**config.mk**
```make
export PLATFORM = sky130hd
export DESIGN_NAME = shift_unit_flat
export DESIGN_NICKNAME = d
export VERILOG_FILES = /design/src/rtl/shift_unit_if.sv /design/src/rtl/shift_unit.sv /design/src/flat_wrapper.sv
export SDC_FILE = /design/constraint.sdc
export NUM_CORES = 1
export LEC_CHECK = 0
export BUFFER_PORTS_ARGS = -buffer_cell sky130_fd_sc_hd__buf_2
export CAP_MARGIN = 10
export CORE_MARGIN = 2
export CORE_UTILIZATION = 35
export CTS_BUF_LIST = sky130_fd_sc_hd__clkbuf_4 sky130_fd_sc_hd__clkbuf_8
export DETAILED_ROUTE_END_ITERATION = 8
export GPL_ROUTABILITY_DRIVEN = 0
export HOLD_SLACK_MARGIN = 0.06
export SLEW_MARGIN = 10
export SYNTH_ARGS = -nofsm -noshare
export SYNTH_HDL_FRONTEND = slang
export SYNTH_SLANG_ARGS = --single-unit
```
**constraint.sdc**
```tcl
create_clock -name Clock -period 6.3 [get_ports Clock]
set_input_delay 0 -clock Clock [delete_from_list [all_inputs] [get_ports Clock]]
set_output_delay 0 -clock Clock [all_outputs]
set_load 0.01 [all_outputs]
```
**src/rtl/shift_unit_if.sv**
```systemverilog
// Start/done handshake and operand bus between the control unit and shift_unit.
// Carries carry_out only when SHIFT_CARRY_EN is defined.
interface shift_unit_if #(
  parameter int unsigned WIDTH = 32
);
  logic             start;
  logic [4:0]       OP;
  logic [WIDTH-1:0] A;
  logic [WIDTH-1:0] B;
  logic [WIDTH-1:0] result;
  logic             busy;
  logic             done;
  logic             op_err;
`ifdef SHIFT_CARRY_EN
  logic             carry_out;

  modport master (
    output start, OP, A, B,
    input  result, busy, done, op_err, carry_out
  );
  modport slave (
    input  start, OP, A, B,
    output result, busy, done, op_err, carry_out
  );
`else
  modport master (
    output start, OP, A, B,
    input  result, busy, done, op_err
  );
  modport slave (
    input  start, OP, A, B,
    output result, busy, done, op_err
  );
`endif
endinterface

```
**src/rtl/shift_unit.sv**
```systemverilog
// Iterative multi-mode shifter/rotator (SHR, SHRA, SHL, ROR, ROL), up to STEP bits per clock.
// Optional carry_out enabled by the SHIFT_CARRY_EN macro.
module shift_unit #(
  parameter int unsigned WIDTH = 32,
  parameter int unsigned STEP  = 4,
  parameter int unsigned CNT_W = $clog2(WIDTH) + 1
) (
  input logic         Clock,
  input logic         Clear,
  shift_unit_if.slave bus
);

  localparam int unsigned IdxW = $clog2(WIDTH);
  localparam logic [CNT_W-1:0] WidthC = CNT_W'(WIDTH);
  localparam logic [CNT_W-1:0] StepC  = CNT_W'(STEP);
  localparam logic [WIDTH-1:0] WidthB = WIDTH'(WIDTH);

  typedef enum logic [1:0] {StIdle, StShift, StDone} state_e;
  typedef enum logic [2:0] {ModeShr, ModeShra, ModeShl, ModeRor, ModeRol} mode_e;

  state_e           state_q, state_d;
  mode_e            mode_q, mode_d;
  logic [WIDTH-1:0] work_q, work_d;
  logic [WIDTH-1:0] result_q, result_d;
  logic [CNT_W-1:0] cnt_q, cnt_d;
  logic             op_err_q, op_err_d;

  logic             legal;
  mode_e            acc_mode;
  logic [CNT_W-1:0] acc_n;
  logic [CNT_W-1:0] step_k;
  logic [WIDTH-1:0] shifted;

  // Decode the incoming OP and derive the effective count n.
  always_comb begin
    legal    = 1'b1;
    acc_mode = ModeShr;
    case (bus.OP)
      5'b01000: acc_mode = ModeShr;
      5'b01001: acc_mode = ModeShra;
      5'b01010: acc_mode = ModeShl;
      5'b01011: acc_mode = ModeRor;
      5'b01100: acc_mode = ModeRol;
      default:  legal    = 1'b0;
    endcase
    if (!legal) begin
      acc_n = '0;
    end else if (acc_mode == ModeRor || acc_mode == ModeRol) begin
      acc_n = {1'b0, bus.B[IdxW-1:0]};
    end else if (bus.B >= WidthB) begin
      acc_n = WidthC;
    end else begin
      acc_n = bus.B[CNT_W-1:0];
    end
  end

  assign step_k = (cnt_q > StepC) ? StepC : cnt_q;

  always_comb begin
    shifted = work_q;
    case (mode_q)
      ModeShr:  shifted = work_q >> step_k;
      ModeShra: shifted = $signed(work_q) >>> step_k;
      ModeShl:  shifted = work_q << step_k;
      ModeRor:  shifted = (work_q >> step_k) | (work_q << (WidthC - step_k));
      ModeRol:  shifted = (work_q << step_k) | (work_q >> (WidthC - step_k));
      default:  shifted = work_q;
    endcase
  end

`ifdef SHIFT_CARRY_EN
  logic             carry_q, carry_d;
  logic [CNT_W-1:0] lo_tmp, hi_tmp;
  logic             out_bit;

  // Right-moving modes lose bit k-1 last; left-moving modes lose bit WIDTH-k last.
  always_comb begin
    lo_tmp = step_k - 1'b1;
    hi_tmp = WidthC - step_k;
    if (mode_q == ModeShl || mode_q == ModeRol) begin
      out_bit = work_q[hi_tmp[IdxW-1:0]];
    end else begin
      out_bit = work_q[lo_tmp[IdxW-1:0]];
    end
  end

  assign bus.carry_out = carry_q;
`endif

  always_comb begin
    state_d  = state_q;
    mode_d   = mode_q;
    work_d   = work_q;
    result_d = result_q;
    cnt_d    = cnt_q;
    op_err_d = op_err_q;
`ifdef SHIFT_CARRY_EN
    carry_d  = carry_q;
`endif
    case (state_q)
      StIdle, StDone: begin
        state_d = StIdle;
        if (bus.start) begin
          work_d   = bus.A;
          mode_d   = acc_mode;
          cnt_d    = acc_n;
          op_err_d = !legal;
          if (acc_n == '0) begin
            result_d = bus.A;
`ifdef SHIFT_CARRY_EN
            carry_d  = 1'b0;
`endif
            state_d  = StDone;
          end else begin
            state_d  = StShift;
          end
        end
      end
      StShift: begin
        work_d = shifted;
        cnt_d  = cnt_q - step_k;
        if (cnt_q == step_k) begin
          result_d = shifted;
`ifdef SHIFT_CARRY_EN
          carry_d  = out_bit;
`endif
          state_d  = StDone;
        end
      end
      default: state_d = StIdle;
    endcase
  end

  always_ff @(posedge Clock or negedge Clear) begin
    if (!Clear) begin
      state_q  <= StIdle;
      mode_q   <= ModeShr;
      work_q   <= '0;
      result_q <= '0;
      cnt_q    <= '0;
      op_err_q <= 1'b0;
`ifdef SHIFT_CARRY_EN
      carry_q  <= 1'b0;
`endif
    end else begin
      state_q  <= state_d;
      mode_q   <= mode_d;
      work_q   <= work_d;
      result_q <= result_d;
      cnt_q    <= cnt_d;
      op_err_q <= op_err_d;
`ifdef SHIFT_CARRY_EN
      carry_q  <= carry_d;
`endif
    end
  end

  assign bus.result = result_q;
  assign bus.busy   = (state_q == StShift);
  assign bus.done   = (state_q == StDone);
  assign bus.op_err = op_err_q;

endmodule

```
**src/flat_wrapper.sv**
```systemverilog
// flat-port wrapper written by rule: the top's interface ports become plain ports
module shift_unit_flat 
#(
  parameter int unsigned WIDTH = 32,
  parameter int unsigned STEP  = 4,
  parameter int unsigned CNT_W = $clog2(WIDTH) + 1
)
  (Clock, Clear, bus_start, bus_OP, bus_A, bus_B, bus_result, bus_busy, bus_done, bus_op_err);
  shift_unit_if #(.WIDTH(WIDTH)) bus_i ();
  input logic Clock;
  input logic Clear;
  input wire logic [$bits(bus_i.start)-1:0] bus_start;
  input wire logic [$bits(bus_i.OP)-1:0] bus_OP;
  input wire logic [$bits(bus_i.A)-1:0] bus_A;
  input wire logic [$bits(bus_i.B)-1:0] bus_B;
  output wire logic [$bits(bus_i.result)-1:0] bus_result;
  output wire logic [$bits(bus_i.busy)-1:0] bus_busy;
  output wire logic [$bits(bus_i.done)-1:0] bus_done;
  output wire logic [$bits(bus_i.op_err)-1:0] bus_op_err;
  assign bus_i.start = bus_start;
  assign bus_i.OP = bus_OP;
  assign bus_i.A = bus_A;
  assign bus_i.B = bus_B;
  assign bus_result = bus_i.result;
  assign bus_busy = bus_i.busy;
  assign bus_done = bus_i.done;
  assign bus_op_err = bus_i.op_err;
  shift_unit #(.WIDTH(WIDTH), .STEP(STEP), .CNT_W(CNT_W)) u_core (.Clock(Clock), .Clear(Clear), .bus(bus_i));
endmodule
```
# After elaboration in Yosys (flattened, before gate mapping)
# Index checks and enable logic that the tools add are counted.
totals:
  register_bits: 76
  input_bits: 72
classes:
  addsub: 2
  magnitude_cmp: 2
  eq_ne: 17
  shift: 5
  n_mux: 19
  bitwise: 2
  n_reduce_logical: 11
ops:
  columns: ["cell", "n"]
  rows:
  - ["$pmux W32 S5", 1]
  - ["$mux W32", 4]
  - ["$pmux W32 S2", 2]
  - ["$or A32 B32 Y32", 2]
  - ["$shl A32 B6 Y32", 2]
  - ["$shr A32 B6 Y32", 2]
  - ["$ge A32 B6 Y1 const B", 1]
  - ["$sshr A32 B6 Y32", 1]
  - ["$mux W6", 5]
  - ["$eq A5 B4 Y1 const B", 5]
  - ["$pmux W3 S4", 1]
  - ["$pmux W6 S2", 1]
  - ["$eq A3 B2 Y1 const B", 3]
  - ["$eq A3 B3 Y1 const B", 2]
  - ["$eq A6 B6 Y1", 1]
  - ["$gt A6 B3 Y1 const B", 1]
  - ["$logic_not A6 Y1", 1]
  - ["$mux W2", 3]
  - ["$sub A6 B6 Y6", 1]
  - ["$sub A6 B6 Y6 const A", 1]
  - ["$reduce_or A5 Y1", 1]
  - ["$ne A2 B1 Y1 const B", 2]
  - ["$pmux W2 S2", 1]
  - ["$reduce_and A2 Y1", 2]
  - ["12 further kinds", 12]

# Depth between registers and ports, before layout
depth:
  ltp_word: 10
  depth_mapped: 15
  depth_no_buf: 11

# Least setup slack after synthesis
# Ideal clock, no wire load.
synth_path:
  path_type: "reg2reg"
  from: "register u_core.cnt_q[2]"
  to: "register u_core.result_q[9] (netlist: u_core.bus.result[9])"
  setup_time_ns: 0.121
  t_arrival_ns: 3.728
  t_required_ns: 6.179
  path_slack_ns: 2.450
  stages_incl_launch_ff: 15
  path_buffers: 5
  period_less_slack_ns: 3.850
  path_cell_list: "dfrtp_1 > buf_6 > or4_4 > nor2_8 > inv_4 > buf_1 > clkbuf_1 > ha_1 > inv_1 > buf_1 > clkbuf_1 > mux4_2 > a221oi_1 > o22ai_1 > o22a_1"
synth_between:
  elab_chain_cells: 8
synth_rtl:
  columns: ["item", "line", "source"]
  rows:
  - ["start: declaration", "shift_unit.sv:25", "logic [CNT_W-1:0] cnt_q, cnt_d;"]
  - ["start signal: assignment", "shift_unit.sv:150", "cnt_q <= cnt_d;"]
  - ["$gt A6 B3 Y1", "shift_unit.sv:57", "assign step_k = (cnt_q > StepC) ? StepC : cnt_q;"]
  - ["$mux W6", "shift_unit.sv:57", null]
  - ["$sub A6 B6 Y6", "shift_unit.sv:65, shift_unit.sv:66", null]
  - ["$shr A32 B6 Y32 or $shl A32 B6 Y32 (tied branches)", "shift_unit.sv:66, shift_unit.sv:65", null]
  - ["$or A32 B32 Y32, on equally long branches", "shift_unit.sv:66, shift_unit.sv:65", null]
  - ["$pmux W32 S5", "shift_unit.sv:61", "case (mode_q)"]
  - ["$mux W32", "shift_unit.sv:122", "if (cnt_q == step_k) begin"]
  - ["$pmux W32 S2", "shift_unit.sv:100", "case (state_q)"]
  - ["end signal: assignment", "shift_unit.sv:149", "result_q <= result_d;"]
  - ["end: declaration", "shift_unit.sv:24", "logic [WIDTH-1:0] result_q, result_d;"]
# Parallel ways exist; a longest one is shown, timed or not. The select of a mux whose other input is x is not followed.
# A chain may end at the register's enable or synchronous reset.

# Final worst setup path
layout_path:
  from: "register u_core.cnt_q[2]"
  to: "register u_core.work_q[8]"
layout_between:
  elab_chain_cells: 7
layout_rtl:
  columns: ["item", "line", "source"]
  rows:
  - ["$gt A6 B3 Y1", "shift_unit.sv:57", null]
  - ["$mux W6 *", "shift_unit.sv:57", null]
  - ["$sub A6 B6 Y6", "shift_unit.sv:65, shift_unit.sv:66", null]
  - ["$shr A32 B6 Y32 or $shl A32 B6 Y32 (tied branches)", "shift_unit.sv:66, shift_unit.sv:65", null]
  - ["$or A32 B32 Y32, on equally long branches", "shift_unit.sv:66, shift_unit.sv:65", null]
  - ["$pmux W32 S5 *", "shift_unit.sv:61", null]
  - ["$pmux W32 S2 *", "shift_unit.sv:100", null]
  - ["end signal: assignment", "shift_unit.sv:148", "work_q <= work_d;"]
  - ["end: declaration", "shift_unit.sv:23", "logic [WIDTH-1:0] work_q, work_d;"]
# Mark *: on every way between the ends. The rest lies on a longest branch, timed or not.

==> key figures <==
Run status
  • Outcome: finished clean

Placement
  • Post-Place Setup Slack: 2.14 ns
  • Dpl hpwl: 22.6 mm
  • PortBufs: 106

Route
  • Vias: 9483
  • Post-route ant nets: 0
  • Drt total wl: 35.3 mm
  • Routed wire per std cell: around 25 um
  • Vias per cell: 6.80
  • DRT Pass-1 Iters: 6
  • DRC: 0
  • Iter 0 DRT Violations: 1455

Floorplanning
  • Core Box Area: 23500 sq um
  • Die area: around 25000 sq um
  • FP Rows: 56
  • Die outline height: 158 um
  • Die X: 158 um
  • Ports: 107
  • Initial core utilization: 0.356

Clocking
  • Post-CTS Setup Bufs: 0
  • Sink Count: 76
  • Clock Path Buffers: 2
  • H-tree levels: 3
  • Inserted Clock Buffers: 9
  • Worst-Skew Late Latency: between 0.3 and 0.4 ns
  • Clock-pin slew on the worst setup and hold paths: 0.09 ns
  • Root buf cell: clkbuf_8
  • TritonCTS clock tree: done

Job
  • Maxcap violations: 0

Timing
  • Crit share post-route: 0.682
  • Setup TNS: 0 ns
  • Peak Freq: 0.233 GHz
  • Slew Limit Headroom: 0.291
  • Final setup vio count: 0
  • Clock skew: about 0.011 ns
  • RSZ-0062 raised after global routing: false
  • Max-slew violations: 0
  • Slew at the pin closest to its max-slew limit: 1.06 ns
  • Min Tclk post-route: 4.29 ns
  • Final worst slack: 2.01 ns
  • Hold Violations, Final: 0

Finish
  • Fin util: 0.408
  • Diodes inserted: 0
  • Area delta synth->final: 14.8%
  • Fillers: between 2000 and 2500
  • Layout Nets: around 1100
  • Layout cells sized above 1: 0.221
  • Sequential cell area: 1900 sq um
  • Area of the multi-input gates: 5880 sq um

Power and ir drop
  • Total power: roughly 2.3 mW
  • IR drop worst, VDD: 162 uV
  • Leakage power: 3.69 nW
  • Pwr/cell area: around 230 nW/um^2

Global route
  • Grt total ovfl: 0
  • Global-route wire length before repair: between 50 and 60 mm
  • Pin count of the biggest net entering global routing: 68
  • GRT Overall Usage: 0.284
  • Initial antenna violation count: 0
  • Vias in the first global route: 8971

Logic synthesis
  • Syn_nets: 1094
  • Synthesized flop and latch total: between 70 and 80
  • Syn Area/Cell: 8.18 sq um
  • FFs w/ async S/R, synth: 1.00
  • Count of cell types in the netlist: 75
  • Sequential area share after synthesis: 0.228
  • Synth top area cells: dfrtp_1 23%, mux4_2 15%, mux2i_1 6.0%
  • Area leader, netlist: dfrtp_1
  • Synth top area share: 0.228
  • Post-synth EDFFs: 0
  • Synthesized cell area: 8350 sq um
  • Synth Instances: 1020
  • Synth Warn #: 0
  • Top FF cell, synth: dfrtp_1

Hold path
  • Min-delay worst type: primary input to flip-flop

Critical path
  • Setup CP Type: flip-flop to flip-flop
  • Critical Path Start Type: flip-flop
  • Arrival @ worst endpoint: about 4.5 ns
  • CP required: 6.53 ns
  • CP endpoint kind: flip-flop
  • Maximum net fanout on the critical path: 40
## path summary, 6_finish.rpt
check | cells after the start | slack [ns] | start | end
max | 12 | 2.01 | u_core.cnt_q[2] | u_core.work_q[8]
min | 4 | 0.09 | bus_OP[3] | u_core.mode_q[2]
max reg2reg | 12 | 2.01 | u_core.cnt_q[2] | u_core.work_q[8]
min reg2reg | 2 | 0.49 | u_core.bus.result[24] | u_core.bus.result[24]
max in group asynchronous | 3 | 5.28 | Clear | u_core.cnt_q[1]
min in group asynchronous | 3 | 0.35 | Clear | u_core.work_q[5]
## cells in the final DEF, fill, tap and decap left out, types with 11 or more instances in the layout
cell,instances
nand2_1,115
buf_2,105
o21ai_0,96
nor2_1,75
dfrtp_1,74
a21oi_1,71
mux4_2,57
mux2i_1,50
dlygate4sd3_1,41
nand3_1,33
a31oi_1,25
buf_4,22
nor3_1,17
o22ai_1,15
o211ai_1,15
a22oi_1,14
o221ai_1,13
inv_1,12
nor4_1,11
a211oi_1,11
## critical path: stages (launching register included)
cell and delay, ns:
dfrtp_1 0.49, or4_4 0.75, nor2_2 0.20, inv_2 0.21
ha_1 0.36, buf_4 0.45, nor2b_1 0.18, and2_1 0.21
a41oi_1 0.24, a2bb2oi_1 0.22, o32ai_1 0.09, a211oi_1 0.57
a21oi_1 0.15
## what timing repair did
action / 4_1_cts / 5_1_grt
hold buffers: 41 / 0
gates resized for setup: 0 / 0
hold endpoints to repair: 144 / 0
## registers in the layout, summed over array words and instances, names as in the netlist
signal and count:
u_core.work_q 32, u_core.bus.op_err 1, u_core.mode_q 3, u_core.state_q 2
u_core.bus.result 32, u_core.cnt_q 6
## per-layer routing
metal  vias to the layer above  part of all wire  GRT usage
li1                       4016                 -          -
met2                       787              0.43      0.419
met1                      4492              0.38      0.390
met4                         0             0.062      0.152
met5                         -                 0          0
met3                       188              0.12     0.0602
## final cells by class
class,instances,share of cell area
multi-input combinational,798,0.614
sequential,76,0.199
timing repair buffer,168,0.115
tap,319,0.0417
clock buffer,10,0.0137
clock inverter,6,0.00992
inverter,18,0.00731
## cells in the mapped netlist, types with 4 or more instances
library cell  instances
or2_2                 4
mux2i_1              50
clkbuf_1            100
nand2b_1              8
inv_1                13
a21boi_0              8
o32ai_1               4
o2111ai_1             5
o31ai_1               7
dfrtp_1              76
nand2_1             115
and3_1                9
o21bai_1              7
a221oi_1              8
a22oi_1              14
buf_2                13
o211ai_1             15
buf_4                 4
a31o_2                8
a22o_1                9
nor3_1               17
buf_1                10
nor2b_1               8
nor2_1               75
and2_1                6
mux2_2                8
mux4_2               57
a32oi_1               7
o2bb2ai_1             4
a2bb2oi_1             5
o21a_1                4
a211oi_1             11
o311ai_0              4
a21oi_1              72
nor4_1               11
a31oi_1              25
nand3_1              33
o221ai_1             13
a311oi_1              4
o22ai_1              15
o21ai_0              96
## report_power, final
group	internal, mW	switching [mW]	total, mW
logic	0.428	0.541	0.969
registers	0.566	0.269	0.835
clock network	0.232	0.214	0.446
total	1.23	1.02	2.25
## logic make-up (layout without fill, tap and decap cells)
group | count (synthesis) | in the layout | share of synthesized area
flops | 76 | 76 | 0.228
xor+xnor | 2 | 2 | 0.00210
fa+ha+maj | 2 | 2 | 0.00300
mux | 117 | 117 | 0.231
simple gates | 305 | 305 | 0.172
compound gates | 371 | 371 | 0.294
other cells | 1 | 1 | 0.000449
buf+inv | 146 | 202 | 0.0706
## stage by stage
step / cell area (sq um) / hold slack [ns] / std cells
6_report: 9580 / 0.0925 / 1395
5_1_grt: 9580 / 0.133 / 1395
4_1_cts: 9580 / 0.0883 / 1395
3_5_place_dp: 8940 / -0.160 / 1338
3_3_place_gp: 8940 / -0.164 / 1338
2_1_floorplan: 8350 / -0.296 / 1020
(Power assumes the default switching activity.)
